==> src/rtl/pipe_pkg.sv <==
// Shared types and constants for the pipeline hazard/forwarding controller.
// Latency: n/a (declarations only).
// Backpressure: n/a.
package pipe_pkg;

    // Default register address width for a 32-entry register file
    localparam int AW_DEF = 5;

    // EX-stage operand mux select codes
    localparam logic [1:0] FWD_NONE  = 2'b00;
    localparam logic [1:0] FWD_EXMEM = 2'b01;
    localparam logic [1:0] FWD_MEMWB = 2'b10;

    // Controller run state
    typedef enum logic [1:0] {
        IDLE    = 2'd0,
        RUN     = 2'd1,
        MEMWAIT = 2'd2
    } state_t;

endpackage

==> src/rtl/pipe_hazard_ctrl_fwd_sel.sv <==
// Single-operand forwarding comparator: picks the youngest in-flight producer.
// Latency: combinational, zero cycles.
// Backpressure: none; i_en low forces the IDEX (no-forward) code.
module fwd_sel
    import pipe_pkg::*;
#(
    parameter int AW = AW_DEF
) (
    input  logic          i_en,
    input  logic [AW-1:0] i_rs,
    input  logic [AW-1:0] i_mem_rd,
    input  logic          i_mem_we,
    input  logic [AW-1:0] i_wb_rd,
    input  logic          i_wb_we,
    output logic [1:0]    o_sel
);

    logic w_mem_hit;
    logic w_wb_hit;

    // Register 0 is hardwired to zero, so a write to it never forwards
    assign w_mem_hit = i_mem_we && (i_mem_rd != '0) && (i_mem_rd == i_rs);
    assign w_wb_hit  = i_wb_we  && (i_wb_rd  != '0) && (i_wb_rd  == i_rs);

    // EXMEM holds the younger result, so it takes precedence over MEMWB
    always_comb begin
        o_sel = FWD_NONE;
        if (i_en) begin
            if (w_mem_hit) begin
                o_sel = FWD_EXMEM;
            end else if (w_wb_hit) begin
                o_sel = FWD_MEMWB;
            end
        end
    end

endmodule

==> src/rtl/pipe_hazard_ctrl.sv <==
// Hazard/forwarding controller: stalls, flushes, freezes and operand selects for a 5-stage pipe.
// Latency: control outputs combinational from registered state; state/counters update on clk_i.
// Backpressure: a data-memory wait freezes the whole pipe and masks branch and load-use actions.
module pipe_hazard_ctrl
    import pipe_pkg::*;
#(
    parameter int AW      = AW_DEF,
    parameter int NSRC    = 2,
    parameter int TIMEOUT = 64,
    parameter int CNT_W   = 16
) (
    input  logic                 clk_i,
    input  logic                 rst_i,
    input  logic                 start_i,
    input  logic [NSRC*AW-1:0]   id_rs_i,
    input  logic [NSRC-1:0]      id_use_i,
    input  logic [NSRC*AW-1:0]   ex_rs_i,
    input  logic [AW-1:0]        ex_rd_i,
    input  logic [AW-1:0]        mem_rd_i,
    input  logic [AW-1:0]        wb_rd_i,
    input  logic                 ex_regwrite_i,
    input  logic                 mem_regwrite_i,
    input  logic                 wb_regwrite_i,
    input  logic                 ex_memread_i,
    input  logic                 branch_taken_i,
    input  logic                 dmem_req_i,
    input  logic                 dmem_ready_i,
    output logic [2*NSRC-1:0]    fwd_o,
    output logic [NSRC-1:0]      id_wbfwd_o,
    output logic                 pc_en_o,
    output logic                 ifid_en_o,
    output logic                 freeze_o,
    output logic                 ifid_flush_o,
    output logic                 idex_flush_o,
    output logic                 exmem_flush_o,
    output logic                 err_o,
    output logic [CNT_W-1:0]     stall_cnt_o,
    output logic [CNT_W-1:0]     flush_cnt_o
);

    localparam int               WCW     = $clog2(TIMEOUT + 1);
    localparam logic [WCW-1:0]   TO_V    = WCW'(TIMEOUT);
    localparam logic [CNT_W-1:0] CNT_MAX = {CNT_W{1'b1}};

    state_t           r_state;
    state_t           w_state_nxt;
    logic [WCW-1:0]   r_wcnt;
    logic [WCW-1:0]   w_wcnt_nxt;
    logic             r_err;
    logic [CNT_W-1:0] r_stall_cnt;
    logic [CNT_W-1:0] r_flush_cnt;

    logic             w_active;
    logic             w_mem_wait;
    logic             w_lu_hit;
    logic             w_load_use;
    logic [NSRC-1:0]  w_id_wbfwd;
    logic             w_br_flush;

    // EX-stage RegWrite does not affect any decision here; results are
    // only forwarded once they reach EXMEM or MEMWB.
    logic             w_unused;
    assign w_unused = ex_regwrite_i;

    assign w_active = (r_state != IDLE);

    // Once waiting, the access is outstanding until ready, regardless of req
    assign w_mem_wait = (dmem_req_i || (r_state == MEMWAIT)) && !dmem_ready_i;

    // One forwarding comparator per EX operand
    for (genvar k = 0; k < NSRC; k++) begin : g_fwd
        fwd_sel #(
            .AW (AW)
        ) u_fwd_sel (
            .i_en     (w_active),
            .i_rs     (ex_rs_i[k*AW +: AW]),
            .i_mem_rd (mem_rd_i),
            .i_mem_we (mem_regwrite_i),
            .i_wb_rd  (wb_rd_i),
            .i_wb_we  (wb_regwrite_i),
            .o_sel    (fwd_o[2*k +: 2])
        );
    end

    // ID-stage dependency checks: WB write-through and load-use against IDEX load
    always_comb begin
        w_id_wbfwd = '0;
        w_lu_hit   = 1'b0;
        for (int k = 0; k < NSRC; k++) begin
            if (wb_regwrite_i && (wb_rd_i != '0) && (wb_rd_i == id_rs_i[k*AW +: AW])) begin
                w_id_wbfwd[k] = 1'b1;
            end
            if (id_use_i[k] && (ex_rd_i == id_rs_i[k*AW +: AW])) begin
                w_lu_hit = 1'b1;
            end
        end
        w_load_use = ex_memread_i && (ex_rd_i != '0) && w_lu_hit;
    end

    // Next state and pipeline control, priority: memory wait > branch > load-use
    always_comb begin
        w_state_nxt   = r_state;
        pc_en_o       = 1'b0;
        ifid_en_o     = 1'b0;
        freeze_o      = 1'b1;
        ifid_flush_o  = 1'b0;
        idex_flush_o  = 1'b0;
        exmem_flush_o = 1'b0;
        id_wbfwd_o    = '0;
        w_br_flush    = 1'b0;

        case (r_state)
            IDLE:    if (start_i)      w_state_nxt = RUN;
            RUN:     if (w_mem_wait)   w_state_nxt = MEMWAIT;
            MEMWAIT: if (dmem_ready_i) w_state_nxt = RUN;
            default:                   w_state_nxt = IDLE;
        endcase
        if (!start_i) begin
            w_state_nxt = IDLE;
        end

        if (w_active) begin
            id_wbfwd_o = w_id_wbfwd;
            if (w_mem_wait) begin
                // Hold everything; branch/load-use are seen again once ready
                freeze_o = 1'b1;
            end else if (branch_taken_i) begin
                // Squash the three younger instructions and load the target PC
                freeze_o      = 1'b0;
                pc_en_o       = 1'b1;
                ifid_en_o     = 1'b1;
                ifid_flush_o  = 1'b1;
                idex_flush_o  = 1'b1;
                exmem_flush_o = 1'b1;
                w_br_flush    = 1'b1;
            end else if (w_load_use) begin
                // Hold PC/IFID one cycle and send a bubble down into EX
                freeze_o     = 1'b0;
                idex_flush_o = 1'b1;
            end else begin
                freeze_o  = 1'b0;
                pc_en_o   = 1'b1;
                ifid_en_o = 1'b1;
            end
        end
    end

    // State register
    always_ff @(posedge clk_i or negedge rst_i) begin
        if (!rst_i) begin
            r_state <= IDLE;
        end else begin
            r_state <= w_state_nxt;
        end
    end

    // Wait-cycle count, saturating at TIMEOUT so it can never wrap
    assign w_wcnt_nxt = (r_wcnt == TO_V) ? r_wcnt : r_wcnt + 1'b1;

    // Watchdog: count stalled MEMWAIT cycles, restart on each new wait
    always_ff @(posedge clk_i or negedge rst_i) begin
        if (!rst_i) begin
            r_wcnt <= '0;
        end else if (w_state_nxt == IDLE) begin
            r_wcnt <= '0;
        end else if ((r_state != MEMWAIT) && (w_state_nxt == MEMWAIT)) begin
            r_wcnt <= '0;
        end else if ((r_state == MEMWAIT) && !dmem_ready_i) begin
            r_wcnt <= w_wcnt_nxt;
        end
    end

    // Sticky timeout error; the FSM keeps waiting, only reset clears it
    always_ff @(posedge clk_i or negedge rst_i) begin
        if (!rst_i) begin
            r_err <= 1'b0;
        end else if ((r_state == MEMWAIT) && !dmem_ready_i && (w_wcnt_nxt == TO_V)) begin
            r_err <= 1'b1;
        end
    end

    // Saturating stall counter: any active cycle with the PC held
    always_ff @(posedge clk_i or negedge rst_i) begin
        if (!rst_i) begin
            r_stall_cnt <= '0;
        end else if (w_active && !pc_en_o && (r_stall_cnt != CNT_MAX)) begin
            r_stall_cnt <= r_stall_cnt + 1'b1;
        end
    end

    // Saturating flush counter: cycles where a taken branch squashes the pipe
    always_ff @(posedge clk_i or negedge rst_i) begin
        if (!rst_i) begin
            r_flush_cnt <= '0;
        end else if (w_br_flush && (r_flush_cnt != CNT_MAX)) begin
            r_flush_cnt <= r_flush_cnt + 1'b1;
        end
    end

    assign err_o       = r_err;
    assign stall_cnt_o = r_stall_cnt;
    assign flush_cnt_o = r_flush_cnt;

endmodule

==> config.mk <==
export PLATFORM = sky130hd
export DESIGN_NAME = pipe_hazard_ctrl
export DESIGN_NICKNAME = d
export VERILOG_FILES = /design/src/rtl/pipe_pkg.sv /design/src/rtl/pipe_hazard_ctrl_fwd_sel.sv /design/src/rtl/pipe_hazard_ctrl.sv
export SDC_FILE = /design/constraint.sdc
export NUM_CORES = 1
export LEC_CHECK = 0
export CAP_MARGIN = 20
export CORE_MARGIN = 2
export CORE_UTILIZATION = 51
export CTS_BUF_LIST = sky130_fd_sc_hd__clkbuf_8
export DETAILED_ROUTE_END_ITERATION = 6
export PLACE_DENSITY = 0.89
export SLEW_MARGIN = 20
export SYNTH_ARGS = -nofsm -noshare
export SYNTH_HDL_FRONTEND = slang
export SYNTH_SLANG_ARGS = --single-unit
==> constraint.sdc <==
create_clock -name clk_i -period 2.9 [get_ports clk_i]
set_input_delay 0.29 -clock clk_i [delete_from_list [all_inputs] [get_ports clk_i]]
set_output_delay 0.29 -clock clk_i [all_outputs]
set_load 0.01 [all_outputs]
# Word level (Yosys, flattened, before mapping)
# Cells that the tools add are included.
[word_totals]
reg_bits = 42
inputBits = 47
[op_classes]
n_addsub = 3
eq_ne = 16
muxes = 32
reduce_logical = 29
[op_table]
columns = ["operator", "count"]
rows = [
  ["$eq 5x5->1", 8],
  ["$add 16x1->16 const B", 2],
  ["$ne 16x16->1 const B", 2],
  ["$mux 7", 4],
  ["$mux 2", 10],
  ["$logic_and 1x1->1", 19],
  ["$mux 1", 17],
  ["$reduce_bool 5->1", 3],
  ["$eq 7x7->1 const B", 2],
  ["$add 7x1->7 const B", 1],
  ["$pmux 2 s3", 1],
  ["$eq 2x2->1 const B", 2],
  ["$logic_not 2->1", 2],
  ["$reduce_bool 3->1", 1],
  ["$eq 2x1->1 const B", 1],
  ["$logic_not 1->1", 2],
  ["$ne 2x2->1 const B", 1],
  ["$reduce_bool 2->1", 1],
  ["$logic_or 1x1->1", 1],
]

# Depth between registers and ports, before layout
[depth]
ltp_word = 12
depth_mapped = 8

# Cells and area by module
# Synthesis repeated with hierarchy kept, for this count alone.
[hier_totals]
hier_cells = 299
area_unflattened_um2 = 2817.7
[modules_own_cells]
columns = ["mod", "n_inst", "cells_per_inst", "area_per_inst_um2", "seq_area_each_um2"]
rows = [
  ["pipe_hazard_ctrl", 1, 257, 2487.4, 1051.0],
  ["fwd_sel", 2, 21, 165.2, 0.0],
]

# Worst setup path before layout
# No wires, ideal clock.
[synth_path]
kind = "input -> output"
startpoint = "input wb_rd_i[0]"
endpoint = "output fwd_o[1]"
t_arrival_ns = 1.676
required_time_ns = 2.610
slack_ns = 0.934
stages = 5
path_cell_list = "clkbuf_1 or4_1 o221ai_1 or4_1 nor4_1"
[synth_via]
elab_chain_len = 6
[synth_rtl]
columns = ["element", "line", "rtl"]
rows = [
  ["start, declared", "pipe_hazard_ctrl.sv:20", "input logic [AW-1:0] wb_rd_i,"],
  ["$reduce_bool 5->1", "pipe_hazard_ctrl_fwd_sel.sv:23", "assign w_wb_hit = i_wb_we && (i_wb_rd != '0) && (i_wb_rd == i_rs);"],
  ["$logic_and 1x1->1", "pipe_hazard_ctrl_fwd_sel.sv:23", ""],
  ["$logic_and 1x1->1 (*)", "pipe_hazard_ctrl_fwd_sel.sv:23", ""],
  ["$mux 2 (*)", "pipe_hazard_ctrl_fwd_sel.sv:31", "end else if (w_wb_hit) begin"],
  ["$mux 2 (*)", "pipe_hazard_ctrl_fwd_sel.sv:29", "if (w_mem_hit) begin"],
  ["$mux 2 (*)", "pipe_hazard_ctrl_fwd_sel.sv:28", "if (i_en) begin"],
  ["end, declared", "pipe_hazard_ctrl.sv:28", "output logic [2*NSRC-1:0] fwd_o,"],
]
# Every way passes the cells marked *; elsewhere a longest branch is shown, timed or not.

# Worst setup path in the final report
[layout_path]
startpoint = "input wb_rd_i[2]"
endpoint = "output fwd_o[3]"
# Same word-level chain as after synthesis.

==> run summary <==
Clock Skews - 0.00872 ns
die area - 5810 um^2
I/O pins - 92
Arrival @ worst endpoint - 2.46 ns
Mapped Nets - 337
row count - 26
critical-path maximum fanout - 4
CP required - 2.61 ns
Sw Ratio - 0.324
drt pass-1 iters - 4
Tcrit/Tclk final - 0.949
Slew HR - 0.393
CTS resizes - 0
clock root cell - clkbuf_8
Max Freq - 363 MHz
internal power - 1.19 mW
Power per Cell Area - 468 nW/um^2
Post-Syn Area - 2660 um^2
# H-tree levels - 2
Slew @ Worst Pin - 0.911 ns
setup violators final - 0
most frequent cells in the layout - 88 x clkdlybuf4s50_1, 43 x xnor2_1, 42 x dfrtp_1
worst min path class - in2async
final count of hold timing violations - 0
hold-fix buffer count after cts - 0
largest net degree at the start of global routing - 43
Routed WL per cell - 15.1 um
number of synthesized flops with an enable pin - 0
synthesized flop and latch total - 42
routed wire length - 6.87 mm
Yosys warning total - 0
Max Transition Viols Final - 0
clock power share - 0.208
Inserted Diodes - 0
Lkg Pwr - 1.57 nW
setup bufs post-CTS - 0
CP Class - in2out
# Max-Cap Violations - 0
Overall Global Routing Usage - 0.237
Final nets - 436
Area Growth Syn to Fin - 41.9%
first-pass GRT wire length - 11.3 mm
worst hold slack - 0.124 ns
asr flop ratio synth - 1.00
sequential power share - 0.451
vias in the first global route - 2440
GRT overflow - 0
die height - 76.2 um
Switch Pwr - 0.574 mW
RR Endpoint - stall_cnt_o[1]$_DFFE_PN0P_
CTS tree - done
commonest non-fill, non-tap cell in the layout - clkdlybuf4s50_1
post-synthesis sequential area ratio - 0.395
post-route setup TNS - 0 ns
r2r worst-path depth - 7
Synth Flop Type - dfrtp_1
FF-to-FF setup slack - 0.78 ns
drt via density - 5.50
startpoint types - primary input
I/O Buffers - 90
RSZ-0062 raised after global routing - no
core area - 5070 um^2
worst-case clock buffer depth - 2
Iter 0 DRT Violations - 139
clk sinks - 42
minimum clock period - 2.75 ns
Final ANT Viol Nets - 0
average size of a mapped cell - 9.31 um^2
Die Width - 76.2 um
Max VDD drop - 0.000590 V
Worst-path clk slew - 0.08 ns
Comb power frac - 0.341
layout cells sized above 1 - 0.0674
estimated wirelength of the detail-placed design - 5.27 mm
Final GP Congestion - 0.927
via count - 2507
later-pin clock latency in the skew report - 0.29 ns
CTS Buf Count - 5
worst reg2reg startpoint - stall_cnt_o[0]$_DFFE_PN0P_
Worst Setup EP - fwd_o[3]
initial antenna violation count - 0
crit end category - output pin
Mapped Cells - 286
Initial Util - 0.524
critical path startpoint - wb_rd_i[2]
Residual DRC - 0
status - complete, no violations
Yosys cell types - 40
how the worst min path moves through the flow:
stage	start	end	slack [ns]	depth (start not counted)
final	rst_i	flush_cnt_o[0]$_DFFE_PN0P_	0.12	1
after detailed placement	rst_i	flush_cnt_o[0]$_DFFE_PN0P_	0.47	1
after floorplan	rst_i	err_o$_DFFE_PN0P_	-0.006	0
after global placement	rst_i	flush_cnt_o[7]$_DFFE_PN0P_	0.47	1
after CTS	rst_i	flush_cnt_o[5]$_DFFE_PN0P_	0.15	1
after global routing	rst_i	stall_cnt_o[14]$_DFFE_PN0P_	0.20	1
flip-flops by register name, summed over array words and instances, names as in the netlist:
| signal | count |
|---|---|
| err_o | 1 |
| flush_cnt_o | 16 |
| r_state | 2 |
| r_wcnt | 7 |
| stall_cnt_o | 16 |
stage by stage:
stage,setup slack [ns],instances,instance area [um^2],power (mW),utilization
final,0.147,456,3780,1.77,0.744
after global routing,0.0342,456,3780,1.86,0.744
after CTS,0.108,456,3770,1.78,0.742
after detailed placement,0.122,448,3680,1.40,0.725
after global placement,0.167,448,3680,1.38,0.725
after floorplan,0.934,286,2660,1.06,-
power by group through the flow:
stage / sequential [mW] / combinational, mW / clock [mW]
after CTS: 0.795 / 0.610 / 0.376
after detailed placement: 0.802 / 0.601 / 0
after floorplan: 0.826 / 0.230 / 0
after global placement: 0.800 / 0.585 / 0
final: 0.797 / 0.603 / 0.368
after global routing: 0.812 / 0.650 / 0.402
Yosys cell counts, types with 2 or more instances:
cell | n | share of area
nand3_1 | 21 | 0.039
o21ai_0 | 8 | 0.015
nor4_1 | 9 | 0.021
xor2_1 | 33 | 0.11
nand2b_1 | 5 | 0.012
buf_4 | 2 | 0.0056
xnor2_1 | 43 | 0.14
nor3_1 | 8 | 0.015
and4_1 | 3 | 0.0099
clkbuf_1 | 5 | 0.0071
nor2_1 | 24 | 0.034
inv_1 | 10 | 0.014
or4_1 | 5 | 0.014
and2_1 | 2 | 0.0047
a21oi_1 | 6 | 0.011
and3_1 | 10 | 0.024
a21o_1 | 2 | 0.0056
nand4_1 | 6 | 0.014
dfrtp_1 | 42 | 0.39
nand2_1 | 19 | 0.027
ha_1 | 4 | 0.019
layout make-up:
cell class	instances	area (um^2)
inverter	10	37.5
clock inverter	3	17.5
sequential	42	1050
timing repair buffer	102	988
multi-input combinational	224	1530
fill	371	1300
tap	70	87.6
clock buffer	5	68.8
routing by layer:
metal / global-route usage / wire, um / up-vias / share of wire
li1: - / - / 1180 / -
met5: 0 / 0 / - / 0
met3: 0.0521 / 465 / 11 / 0.068
met2: 0.419 / 3420 / 102 / 0.50
met4: 0.0691 / 74 / 0 / 0.011
met1: 0.289 / 2910 / 1214 / 0.42
critical path, cell delays in order:
cell             delay, ns
clkdlybuf4s50_1       0.49
or4_1                 0.14
o221ai_1              0.19
or4_1                 0.56
nor4_1                0.20
clkdlybuf4s50_1       0.59
logic make-up after synthesis:
family	after synthesis	share of synthesized area
adder cells (fa/ha/maj)	4	0.0188
AO/OA/AOI/OAI	29	0.0752
XOR/XNOR	76	0.250
flip-flops	42	0.395
buffers and inverters	20	0.0343
AND/OR/NAND/NOR	113	0.217
multiplexers	2	0.00987
Note: power is estimated with default switching activity, not from simulation.
